<file path="config.mk">
export PLATFORM = sky130hd
export DESIGN_NAME = fm_bus_arbiter
export DESIGN_NICKNAME = d
export VERILOG_FILES = /design/src/rtl/fm_arb_pkg.sv /design/src/rtl/fm_busy_timer.sv /design/src/rtl/fm_bus_arbiter.sv
export SDC_FILE = /design/constraint.sdc
export NUM_CORES = 1
export LEC_CHECK = 0
export BUFFER_PORTS_ARGS = -buffer_cell sky130_fd_sc_hd__clkbuf_2
export CORE_UTILIZATION = 28
export DETAILED_ROUTE_END_ITERATION = 7
export PLACE_DENSITY = 0.5
export SLEW_MARGIN = 20
export SYNTH_ARGS = -nofsm -noshare
export SYNTH_HDL_FRONTEND = slang
export SYNTH_SLANG_ARGS = --single-unit
</file>
<file path="constraint.sdc">
create_clock -name MCLK -period 2.2 [get_ports MCLK]
set_input_delay 0.11 -clock MCLK [delete_from_list [all_inputs] [get_ports MCLK]]
set_output_delay 0.11 -clock MCLK [all_outputs]
set_load 0.005 [all_outputs]
</file>
<file path="src/rtl/fm_arb_pkg.sv">
// Shared constants for the FM bus arbiter: FSM encoding, port ids,
// parameter defaults and a counter-width helper.
package fm_arb_pkg;

   localparam logic [1:0] ST_IDLE  = 2'd0;
   localparam logic [1:0] ST_HOLD  = 2'd1;
   localparam logic [1:0] ST_ISSUE = 2'd2;
   localparam logic [1:0] ST_DONE  = 2'd3;

   localparam logic PORT_A = 1'b0;
   localparam logic PORT_B = 1'b1;

   localparam int BUSY_DATA_DEF = 32;
   localparam int BUSY_ADDR_DEF = 2;
   localparam int TMO_CYC_DEF   = 255;
   localparam int LOCK_TMO_DEF  = 64;

   // Bits needed to hold values 0..max_val.
   function automatic int cnt_width(input int max_val);
      return (max_val < 2) ? 1 : $clog2(max_val + 1);
   endfunction

endpackage

</file>
<file path="src/rtl/fm_busy_timer.sv">
// Write hold-off counter: loads on request, counts down on each clock-enable
// tick, saturates at zero. A load wins over a same-cycle decrement.
module fm_busy_timer #(
   parameter int WIDTH = 6
) (
   input  logic             clk_i,
   input  logic             rst_i,
   input  logic             cke_i,
   input  logic             load_i,
   input  logic [WIDTH-1:0] load_val_i,
   output logic             busy_o
);

   logic [WIDTH-1:0] cnt_q;
   logic [WIDTH-1:0] cnt_d;

   // NOTE: every combinational output gets a default first so no path leaves it unassigned (no latch).
   always_comb begin
      cnt_d = cnt_q;
      if (load_i) begin
         cnt_d = load_val_i;
      end else if (cke_i && (cnt_q != '0)) begin
         cnt_d = cnt_q - 1'b1;
      end
   end

   // NOTE: state registers use non-blocking assignments so every flop samples pre-edge values.
   always_ff @(posedge clk_i) begin
      if (rst_i) begin
         cnt_q <= '0;
      end else begin
         cnt_q <= cnt_d;
      end
   end

   assign busy_o = (cnt_q != '0);

endmodule

</file>
<file path="src/rtl/fm_bus_arbiter.sv">
// Two-port (68K / Z80) arbiter in front of the FM core: grant, write hold-off,
// single FM access with DTACK timeout, and a per-port address lock.
module fm_bus_arbiter
   import fm_arb_pkg::*;
#(
   parameter int BUSY_DATA = BUSY_DATA_DEF,
   parameter int BUSY_ADDR = BUSY_ADDR_DEF,
   parameter int TMO_CYC   = TMO_CYC_DEF,
   parameter int LOCK_TMO  = LOCK_TMO_DEF
) (
   input  logic       MCLK,
   input  logic       RST,
   input  logic       CKE,
   input  logic       A_REQ,
   input  logic [1:0] A_ADDR,
   input  logic       A_RNW,
   input  logic [7:0] A_WDATA,
   output logic       A_ACK,
   output logic [7:0] A_RDATA,
   input  logic       B_REQ,
   input  logic [1:0] B_ADDR,
   input  logic       B_RNW,
   input  logic [7:0] B_WDATA,
   output logic       B_ACK,
   output logic [7:0] B_RDATA,
   output logic       FM_SEL,
   output logic [1:0] FM_ADDR,
   output logic       FM_RNW,
   output logic [7:0] FM_WDATA,
   input  logic [7:0] FM_RDATA,
   input  logic       FM_DTACK_N,
   output logic       BUSY,
   output logic       ERR
);

   localparam int BW = cnt_width((BUSY_DATA > BUSY_ADDR) ? BUSY_DATA : BUSY_ADDR);
   localparam int TW = cnt_width(TMO_CYC);
   localparam int LW = cnt_width(LOCK_TMO);

   logic [1:0]    state_q, state_d;
   logic          gnt_q, gnt_d;
   logic          last_q, last_d;
   logic [1:0]    addr_q, addr_d;
   logic          rnw_q, rnw_d;
   logic [7:0]    wdata_q, wdata_d;
   logic [TW-1:0] tmo_q, tmo_d;
   logic          tout_q, tout_d;
   logic          err_q, err_d;
   logic [7:0]    rdata_a_q, rdata_a_d;
   logic [7:0]    rdata_b_q, rdata_b_d;
   logic          lock_vld_q, lock_vld_d;
   logic          lock_own_q, lock_own_d;
   logic [LW-1:0] lock_tmr_q, lock_tmr_d;

   logic          busy;
   logic          busy_load;
   logic [BW-1:0] busy_val;
   logic          elig_a, elig_b, any_elig, pick;
   logic [1:0]    pick_addr;
   logic          pick_rnw;
   logic [7:0]    pick_wdata;
   logic [7:0]    cap;
   logic          owner_req;

   // A timed-out write never reached the core, so it does not start a hold-off.
   assign busy_load = (state_q == ST_DONE) && !rnw_q && !tout_q;
   assign busy_val  = addr_q[0] ? BW'(BUSY_DATA) : BW'(BUSY_ADDR);

   fm_busy_timer #(
      .WIDTH (BW)
   ) u_busy_timer (
      .clk_i      (MCLK),
      .rst_i      (RST),
      .cke_i      (CKE),
      .load_i     (busy_load),
      .load_val_i (busy_val),
      .busy_o     (busy)
   );

   // While a lock is held only its owner may be granted; otherwise alternate.
   always_comb begin
      elig_a   = A_REQ && (!lock_vld_q || (lock_own_q == PORT_A));
      elig_b   = B_REQ && (!lock_vld_q || (lock_own_q == PORT_B));
      any_elig = elig_a || elig_b;
      if (elig_a && elig_b) begin
         pick = (last_q == PORT_A) ? PORT_B : PORT_A;
      end else begin
         pick = elig_b ? PORT_B : PORT_A;
      end
      pick_addr  = (pick == PORT_B) ? B_ADDR  : A_ADDR;
      pick_rnw   = (pick == PORT_B) ? B_RNW   : A_RNW;
      pick_wdata = (pick == PORT_B) ? B_WDATA : A_WDATA;
   end

   always_comb begin
      state_d   = state_q;
      gnt_d     = gnt_q;
      last_d    = last_q;
      addr_d    = addr_q;
      rnw_d     = rnw_q;
      wdata_d   = wdata_q;
      tmo_d     = tmo_q;
      tout_d    = tout_q;
      err_d     = err_q;
      rdata_a_d = rdata_a_q;
      rdata_b_d = rdata_b_q;
      cap       = FM_RDATA;
      cap[7]    = busy;

      case (state_q)
         ST_IDLE: begin
            if (any_elig) begin
               gnt_d   = pick;
               last_d  = pick;
               addr_d  = pick_addr;
               rnw_d   = pick_rnw;
               wdata_d = pick_wdata;
               tmo_d   = '0;
               tout_d  = 1'b0;
               state_d = (!pick_rnw && busy) ? ST_HOLD : ST_ISSUE;
            end
         end
         ST_HOLD: begin
            if (!busy) begin
               state_d = ST_ISSUE;
            end
         end
         ST_ISSUE: begin
            if (!FM_DTACK_N) begin
               state_d = ST_DONE;
            end else if (tmo_q == TW'(TMO_CYC - 1)) begin
               state_d = ST_DONE;
               cap     = 8'hFF;
               tout_d  = 1'b1;
               err_d   = 1'b1;
            end else begin
               tmo_d = tmo_q + 1'b1;
            end
            if (state_d == ST_DONE) begin
               if (gnt_q == PORT_A) rdata_a_d = cap;
               else                 rdata_b_d = cap;
            end
         end
         ST_DONE: begin
            state_d = ST_IDLE;
         end
      endcase
   end

   // An address-port write (re)takes the lock, which covers the bank-switch
   // case: the old lock ends and the writer becomes owner again.
   always_comb begin
      lock_vld_d = lock_vld_q;
      lock_own_d = lock_own_q;
      lock_tmr_d = lock_tmr_q;
      owner_req  = (lock_own_q == PORT_B) ? B_REQ : A_REQ;

      if ((state_q == ST_DONE) && !rnw_q) begin
         if (!addr_q[0]) begin
            lock_vld_d = 1'b1;
            lock_own_d = gnt_q;
            lock_tmr_d = LW'(LOCK_TMO);
         end else if (lock_vld_q && (lock_own_q == gnt_q)) begin
            lock_vld_d = 1'b0;
            lock_tmr_d = '0;
         end
      end else if (lock_vld_q) begin
         if (owner_req) begin
            lock_tmr_d = LW'(LOCK_TMO);
         end else if (CKE) begin
            if (lock_tmr_q <= LW'(1)) begin
               lock_vld_d = 1'b0;
               lock_tmr_d = '0;
            end else begin
               lock_tmr_d = lock_tmr_q - 1'b1;
            end
         end
      end
   end

   always_ff @(posedge MCLK) begin
      if (RST) begin
         state_q    <= ST_IDLE;
         gnt_q      <= PORT_A;
         last_q     <= PORT_B;
         addr_q     <= 2'd0;
         rnw_q      <= 1'b1;
         wdata_q    <= 8'd0;
         tmo_q      <= '0;
         tout_q     <= 1'b0;
         err_q      <= 1'b0;
         rdata_a_q  <= 8'd0;
         rdata_b_q  <= 8'd0;
         lock_vld_q <= 1'b0;
         lock_own_q <= PORT_A;
         lock_tmr_q <= '0;
      end else begin
         state_q    <= state_d;
         gnt_q      <= gnt_d;
         last_q     <= last_d;
         addr_q     <= addr_d;
         rnw_q      <= rnw_d;
         wdata_q    <= wdata_d;
         tmo_q      <= tmo_d;
         tout_q     <= tout_d;
         err_q      <= err_d;
         rdata_a_q  <= rdata_a_d;
         rdata_b_q  <= rdata_b_d;
         lock_vld_q <= lock_vld_d;
         lock_own_q <= lock_own_d;
         lock_tmr_q <= lock_tmr_d;
      end
   end

   assign FM_SEL   = (state_q == ST_ISSUE);
   assign FM_ADDR  = addr_q;
   assign FM_RNW   = rnw_q;
   assign FM_WDATA = wdata_q;
   assign A_ACK    = (state_q == ST_DONE) && (gnt_q == PORT_A);
   assign B_ACK    = (state_q == ST_DONE) && (gnt_q == PORT_B);
   assign A_RDATA  = rdata_a_q;
   assign B_RDATA  = rdata_b_q;
   assign BUSY     = busy;
   assign ERR      = err_q;

endmodule

</file>
Word-level counts from Yosys, hierarchy flattened
Index checks and enable logic that the tools add are counted.

cells by class
  multipliers = 0
  divide/modulo/power cells = 0
  order comparisons = 1
  shift operators = 0
  muxes and demuxes = 41
  equal/unequal tests = 12
  bitwise operators = 3
  add/subtract/negate cells = 3
  reduce and logical (&&, ||, !) cells = 32

operator list
  operator                                                         count
  two-way mux 7 bit                                                7
  two-way mux 8 bit                                                6
  two-way mux 6 bit                                                3
  case mux 8 bit (2 select lines)                                  1
  two-way mux 1 bit                                                15
  two-way mux 2 bit                                                7
  AND reduction 3 bit                                              4
  logical AND 1 bit                                                10
  adder 8 x 1 -> 8 bit (second input constant)                     1
  == test 8 bit (second input constant)                            1
  case mux 2 bit (4 select lines)                                  1
  AND reduction 4 bit                                              2
  less-or-equal comparator 7 x 1 -> 1 bit (second input constant)  1
  subtractor 7 x 1 -> 7 bit (second input constant)                1
  == test 2 bit (second input constant)                            3
  != test 2 bit (second input constant)                            3
  AND reduction 2 bit                                              3
  nonzero test 2 bit                                               3
  nonzero test 6 bit                                               1
  subtractor 6 x 1 -> 6 bit (second input constant)                1
  zero test 1 bit                                                  4
  != test 2 x 1 -> 1 bit (second input constant)                   2
  logical OR 1 bit                                                 3
  != test 3 x 2 -> 1 bit (second input constant)                   1
  6 further kinds                                                  8

storage, ports and cells
  bits in latches = 0
  memory bits (read-only) = 0
  logic and storage cells = 107
  memories = 0
  memory bits (writable) = 0
  register bits = 56

Longest topological paths before layout
Gate-level depths: netlist (run 1).

  depth in word-level cells = 11
  depth in mapped cells = 8
  depth with buffers taken out = 7

By module
Synthesis (run 1) repeated with hierarchy kept, for this count alone.

second synthesis, totals
  cell total of the unflattened synthesis = 336
  area, all modules = 2835.2 um2

by module, submodules not included
  module          area an instance (um2)  cells each  instances  seq. area each (um2)
  fm_bus_arbiter  2438.6                  288         1          1001.0
  fm_busy_timer   396.6                   48          1          120.1

Worst setup path before layout (run 1)
OpenSTA, ideal clock, no wires.

  path kind = flip-flop to flip-flop
  start = reg state_q[0]
  end = reg tmo_q[7]
  slack = 0.334 ns
  period minus slack after synthesis = 1.866 ns
  cell stages (with the launch flop) = 9
  buffers on the path = 1
  arrival = 1.737 ns
  cells stage by stage = dfxtp_1 -> inv_1 -> ha_1 -> buf_2 -> mux2_2 -> o21ai_1 -> nor4_1 -> xnor2_1 -> nor2_1

on the way
  cells in the longest elaborated chain, start to end = 3

ends and longest elaborated chain
  what                                                          RTL line               RTL
  start: declaration                                            fm_bus_arbiter.sv:40   logic [1:0] state_q, state_d;
  start signal: assignment                                      fm_bus_arbiter.sv:198  state_q <= state_d;
  == test 2 bit (*)                                             --
  net FM_SEL                                                    fm_bus_arbiter.sv:26   output logic FM_SEL,
  != test 2 bit (no source line), or another cell as far along  --
  AND reduction 4 bit (no source line)                          --
  end signal: assignment                                        fm_bus_arbiter.sv:204  tmo_q <= tmo_d;
  end: declaration                                              fm_bus_arbiter.sv:46   logic [TW-1:0] tmo_q, tmo_d;

The timed path passes the listed nets; every way through them passes the cells marked *.
A chain may end at the register's enable or synchronous reset.

Worst setup path after layout (run 1)
  start = reg state_q[1]
  end = reg tmo_q[7]

on the way
  cells in the longest elaborated chain, start to end = 3

ends and longest elaborated chain
  what                                                          RTL line               RTL
  == test 2 bit or zero test 2 bit (tied branches)              fm_bus_arbiter.sv:110  case (state_q)
  != test 2 bit (no source line), or another cell as far along  --
  AND reduction 4 bit (no source line)                          --

Parallel ways exist; a longest one is shown, timed or not.

==> flow_summary.json, run 1 <==
{
  "async_flop_share_pct": 0,
  "fin_crit_sh_pct": 86.05,
  "clock_sinks": 56,
  "die-height_um": 101.0,
  "crit_arrival_ps": 2090,
  "die_area_mm2": 0.01020,
  "clock_power_share_pct": 17.8,
  "slew_headroom_pct": 55.03,
  "max_clock_freq_ghz": 0.5282,
  "comb_power_share_pct": 42.5,
  "synth_ff_type": "dfxtp_1",
  "switchingPower_mw": 1.315,
  "synth_most_common_cell": "nor2_1",
  "drive_gt1_share_pct": 25.38,
  "core_mm2": 0.009371,
  "ys_warn_count": 0,
  "switching_share_pct": 38.42,
  "die_w_um": 101.0,
  "worstSkewPairLatency_ps": 310,
  "cts_tree": "built",
  "fin_skew_ps": 4.871,
  "track_usage_pct": 12.69,
  "grt_first_pass_wirelength_mm": 10.38,
  "synth_edf_count": 0,
  "cts_resized": 0,
  "avgSynthCellArea_um2": 8.495,
  "globalplace.congestion": 0.8203,
  "synth.net_count": 369,
  "cts.htree.levels": 2,
  "cts_buffers": 5,
  "synth_area_leaders": "dfxtp_1, nor2_1, a211oi_1",
  "post_drt_wl_per_cell_um": 12.04,
  "tns_ps": 0,
  "route.detailed.drc": 0,
  "yosysTopAreaCell": "dfxtp_1",
  "grt_pass1_vias": 2222,
  "nets": 439,
  "power_density_mw_per_mm2": 1020,
  "dpl_cell_area_mm2": 0.003259,
  "grt_antenna_before_repair": 0,
  "intPower_mw": 2.107,
  "port_buffers": 66,
  "ir_drop_v": 0.0004150,
  "syn2layout_area_growth_pct": 22.30,
  "hold_violations": 0,
  "viasPerCell": 4.585,
  "grt_start_max_net_pins": 27,
  "crit_type": "reg2reg",
  "diodes": 0,
  "worst_pin_slew_ps": 674.5,
  "rows": 35,
  "rsz0062_at_grt": "false",
  "synth_common_cells": "nor2_1, dfxtp_1, nand2_1",
  "slew_violations": 0,
  "final_area_mm2": 0.003356,
  "cts_setup_buffers": 0,
  "start_kind": "register",
  "clk_pin_slew_worst_paths_ps": 110,
  "ctsHoldBuffers": 0,
  "pin_count": 68,
  "min_path_type": "in2reg",
  "drt_iter0_drc": 57,
  "syn-instance-count": 323,
  "path_max_fanout": 9,
  "power_leakage_nw": 1.355,
  "cts-root-buf": "clkbuf_8",
  "seq_area_frac_synth_pct": 40.86,
  "vias": 2398,
  "firstDrtPassIters": 4,
  "status": "completed",
  "yosysTopAreaCellShare_pct": 40.86,
  "cts-root-to-sink-buffers": 2,
  "p_seq_share_pct": 39.8,
  "ant_nets": 0,
  "crit_path_end_kind": "register",
  "synth_seq_cells": 56,
  "fin_crit_ps": 1893,
  "cap_viol_max_count": 0,
  "ys_types": 50,
  "synth.cell_area_mm2": 0.002744,
  "wl_mm": 6.296,
  "start_util_pct": 29.28,
  "worst_ep_required_time_ps": 2390,
  "overflow": 0,
  "hpwlAfterDp_mm": 4.623,
  "setup_viol": 0
}
## final timing paths
check                  start     endpoint  slack (ps)  depth (start not counted)
setup / recovery  state_q[1]     tmo_q[7]         310                          8
hold reg to reg          ERR          ERR         460                          2
hold / removal    B_WDATA[7]  FM_WDATA[7]          30                          3
setup reg to reg  state_q[1]     tmo_q[7]         310                          8
## per-stage QoR
step           worst slack, ps  instances  utilization (%)  hold slack (ps)  total power, mW
2_1_floorplan            333.6        323                -            269.0            2.354
3_3_place_gp             348.8        515            34.78            361.1            2.832
3_5_place_dp             321.4        515            34.78            366.3            2.849
4_1_cts                  293.0        523            35.81            18.98            3.470
5_1_grt                  61.21        523            35.81            24.12            3.717
6_report                 306.9        523            35.81            28.08            3.422
## worst max-delay path: stages, from the launching register on
cell	delay (ps)
dfxtp_1	350
inv_1	150
ha_1	310
mux2_2	190
o21ai_1	50
buf_4	170
nor4_1	340
xnor2_1	160
nor2_1	60
## cells in the final DEF, fill, tap and decap left out, types with 3 or more instances in the layout
cell / instances
clkbuf_2: 66
a21oi_1: 8
o21ai_0: 7
a311oi_1: 11
nor3_1: 11
nor2b_1: 3
nor4_1: 3
dfxtp_1: 56
nand4_1: 3
a211oi_1: 20
buf_4: 13
clkbuf_8: 5
nand3_1: 7
nor2_1: 61
ha_1: 10
inv_1: 13
mux2i_1: 5
and2_1: 3
nand2b_1: 4
xnor2_1: 15
nand2_1: 30
## state kept, by name, summed over array words and instances (netlist names)
| name | flops |
|---|---|
| FM_WDATA | 8 |
| FM_RNW | 1 |
| lock_tmr_q | 7 |
| lock_vld_q | 1 |
| u_busy_timer.cnt_q | 6 |
| last_q | 1 |
| A_RDATA | 8 |
| gnt_q | 1 |
| state_q | 2 |
| tmo_q | 8 |
| lock_own_q | 1 |
| tout_q | 1 |
| FM_ADDR | 2 |
| ERR | 1 |
| B_RDATA | 8 |
## cells by family (layout without fill, tap and decap cells)
group                    Yosys count  count (layout)  synth area share, %
multiplexers                       7               7                2.645
buffers and inverters             29             100                4.469
AO/OA/AOI/OAI                     65              65                18.10
flip-flops                        56              56                40.86
AND/OR/NAND/NOR                  140             140                24.26
XOR/XNOR                          16              16                5.107
adder cells (fa/ha/maj)           10              10                4.560
## layout make-up
class | count | area [µm²]
fillers | 1017 | 6016
inverters | 13 | 48.80
flip-flops and latches | 56 | 1121
clock buffers | 5 | 68.82
multi-input cells | 238 | 1500
clock inverters | 3 | 27.53
well taps | 129 | 161.4
repair buffers | 79 | 427.9
## per-layer routing
layer	vias up	share of wire, %	GRT usage, %
met3	4	4.0	2.288
met2	49	44	21.18
met1	1071	51	16.93
met5	-	0	0
met4	0	1.0	3.010
li1	1274	-	-
## power groups by stage
stage | Combinational (mW) | Clock [mW] | Sequential (mW)
floorplan | 0.977 | 0 | 1.38
global placement | 1.45 | 0 | 1.39
detailed placement | 1.46 | 0 | 1.38
CTS | 1.47 | 0.638 | 1.36
global route | 1.65 | 0.672 | 1.39
finish | 1.45 | 0.609 | 1.36
No activity file was read; power rests on OpenSTA's default activity.
==> run 2, diff against run 1 <==
- CELL_PAD_IN_SITES_DETAIL_PLACEMENT: not set -> 0
- CELL_PAD_IN_SITES_GLOBAL_PLACEMENT: not set -> 1
- PLACE_DENSITY: 0.5 -> 0.65
- clock period: 2.2 -> 1.7 ns (I/O delays scaled with it)
==> run 2 against run 1 <==
Against the previous run: critical path depth is the same; core utilization grew 6.6 points; die area is the same; sequential power grew 32%; largest power group unchanged; highest routed layer unchanged.
==> flow_summary.json, run 2 (same netlist as run 1, synthesis figures left out) <==
{
  "status": "completed",
  "final_area_mm2": 0.003970,
  "diodes": 0,
  "stdcell_count": 566,
  "slowest_delay_ps": 340,
  "die_w_um": 101.0,
  "cts-root-buf": "clkbuf_8",
  "dpl.cell_count": 539,
  "power_leakage_nw": 1.606,
  "final_cell_mix": "clkbuf_2, nor2_1, dfxtp_1, buf_4, nand2_1",
  "drt_iter0_drc": 48,
  "worst_ep_required_time_ps": 1910,
  "cp_slowest_cell": "dfxtp_2",
  "port_buffers": 66,
  "worstHoldStart": "A_WDATA[3]",
  "drive_gt1_share_pct": 39.13,
  "fin_crit_ps": 1681,
  "vias": 2634,
  "pin_count": 68,
  "cts_buffers": 5,
  "tns_ps": 0,
  "whs_path_depth": 3,
  "fin_crit_sh_pct": 98.86,
  "start_kind": "register",
  "fin_util_pct": 42.36,
  "setup_viol": 0,
  "clock_sinks": 56,
  "power_density_mw_per_mm2": 1251,
  "crit_arrival_ps": 1890,
  "start_util_pct": 29.28,
  "clk_pin_slew_worst_paths_ps": 110,
  "fill_cells": 990,
  "cts-root-to-sink-buffers": 2,
  "grt_antenna_before_repair": 0,
  "wl_mm": 7.226,
  "viasPerCell": 4.654,
  "hpwlAfterDp_mm": 4.980,
  "cts.htree.levels": 2,
  "slew_headroom_pct": 71.25,
  "r2r_end": "A_RDATA[0]",
  "rr_startpoint": "tmo_q[0]",
  "syn2layout_area_growth_pct": 44.69,
  "die_area_mm2": 0.01020,
  "holdWs_ps": 6.288,
  "route.detailed.drc": 0,
  "cp_cell_sequence": "inv_2 -> ha_4 -> nand3_4 -> o221a_4 -> nor3b_4 -> clkbuf_16 -> buf_6 -> a211oi_2",
  "globalplace.congestion": 0.7968,
  "path_max_fanout": 7,
  "r2r_setup_slack_ps": 20,
  "ir_drop_v": 0.0005274,
  "hold_violations": 0,
  "track_usage_pct": 13.79,
  "overflow": 0,
  "cap_viol_max_count": 0,
  "reg2reg_depth": 8,
  "dpl_cell_area_mm2": 0.003482,
  "crit_path_end_kind": "register",
  "ant_nets": 0,
  "die-height_um": 101.0,
  "min_path_type": "in2reg",
  "grt_start_max_net_pins": 19,
  "grt_first_pass_wirelength_mm": 11.32,
  "whs_endpoint": "FM_WDATA[3]",
  "max_clock_freq_ghz": 0.5950,
  "nets": 482,
  "crit_type": "reg2reg",
  "layout_commonest_cell": "clkbuf_2",
  "grt_pass1_vias": 2444,
  "post_drt_wl_per_cell_um": 12.77,
  "firstDrtPassIters": 4,
  "core_mm2": 0.009371,
  "multi_input_area_mm2": 0.001695,
  "worst_pin_slew_ps": 430.8,
  "fin_skew_ps": 5.319,
  "rows": 35,
  "seq_area_mm2": 0.001131,
  "worstSkewPairLatency_ps": 320,
  "rsz0062_at_grt": "true",
  "cts_tree": "built",
  "slew_violations": 0
}
-- run 2: power breakdown --
part / total [mW] / leakage (nW) / internal [mW] / switching, mW
combinational: 2.40 / 1.10 / 1.16 / 1.24
sequential: 1.79 / 0.460 / 1.59 / 0.196
clock: 0.778 / 0.0485 / 0.297 / 0.480
-- run 2: final cells by class --
type / instances / area share, %
inverter: 13 / 1.229
clock buffer: 5 / 1.733
timing repair buffer: 122 / 21.21
sequential: 56 / 28.49
multi-input combinational: 238 / 42.70
clock inverter: 3 / 0.5673
tap: 129 / 4.066
-- run 2: per-stage QoR --
stage          worst slack (ps)  total power, mW
5_1_grt                  -47.99            5.351
3_3_place_gp              22.79            3.912
4_1_cts                   7.182            4.743
2_1_floorplan             8.305            3.070
3_5_place_dp              15.00            3.923
6_report                  19.46            4.967
-- run 2: worst max-delay path by stage --
stage | from | endpoint | depth (start not counted)
after floorplan | state_q[0] | tmo_q[5] | 8
after global placement | lock_tmr_q[0] | lock_tmr_q[5] | 5
after detailed placement | lock_tmr_q[0] | lock_tmr_q[5] | 5
after CTS | state_q[1] | lock_tmr_q[1] | 7
after global routing | tmo_q[0] | A_RDATA[0] | 8
final | tmo_q[0] | A_RDATA[0] | 8
-- run 2: critical path: cells and delay by family (launching register included) --
kind	cells	cell delay, ps
buffers and inverters	3	400
AND/OR/NAND/NOR	2	390
flip-flops	1	340
AO/OA/AOI/OAI	2	310
adder cells (fa/ha/maj)	1	140
-- run 2: timing repair --
item / in CTS / in global routing
setup buffers: 1 / 4
pin swaps: 0 / 19
gates cloned: 0 / 1
hold buffers: 13 / 0
endpoints found under the setup margin: 2 / 41
endpoints found under the hold margin: 9 / 0
gates resized for setup: 1 / 46
-- run 2: per-layer routing --
layer  wire length, µm  track usage [%]
met4                80            4.348
met2              3436            21.71
met1              3489            19.20
met3               220            2.219
met5                 0                0
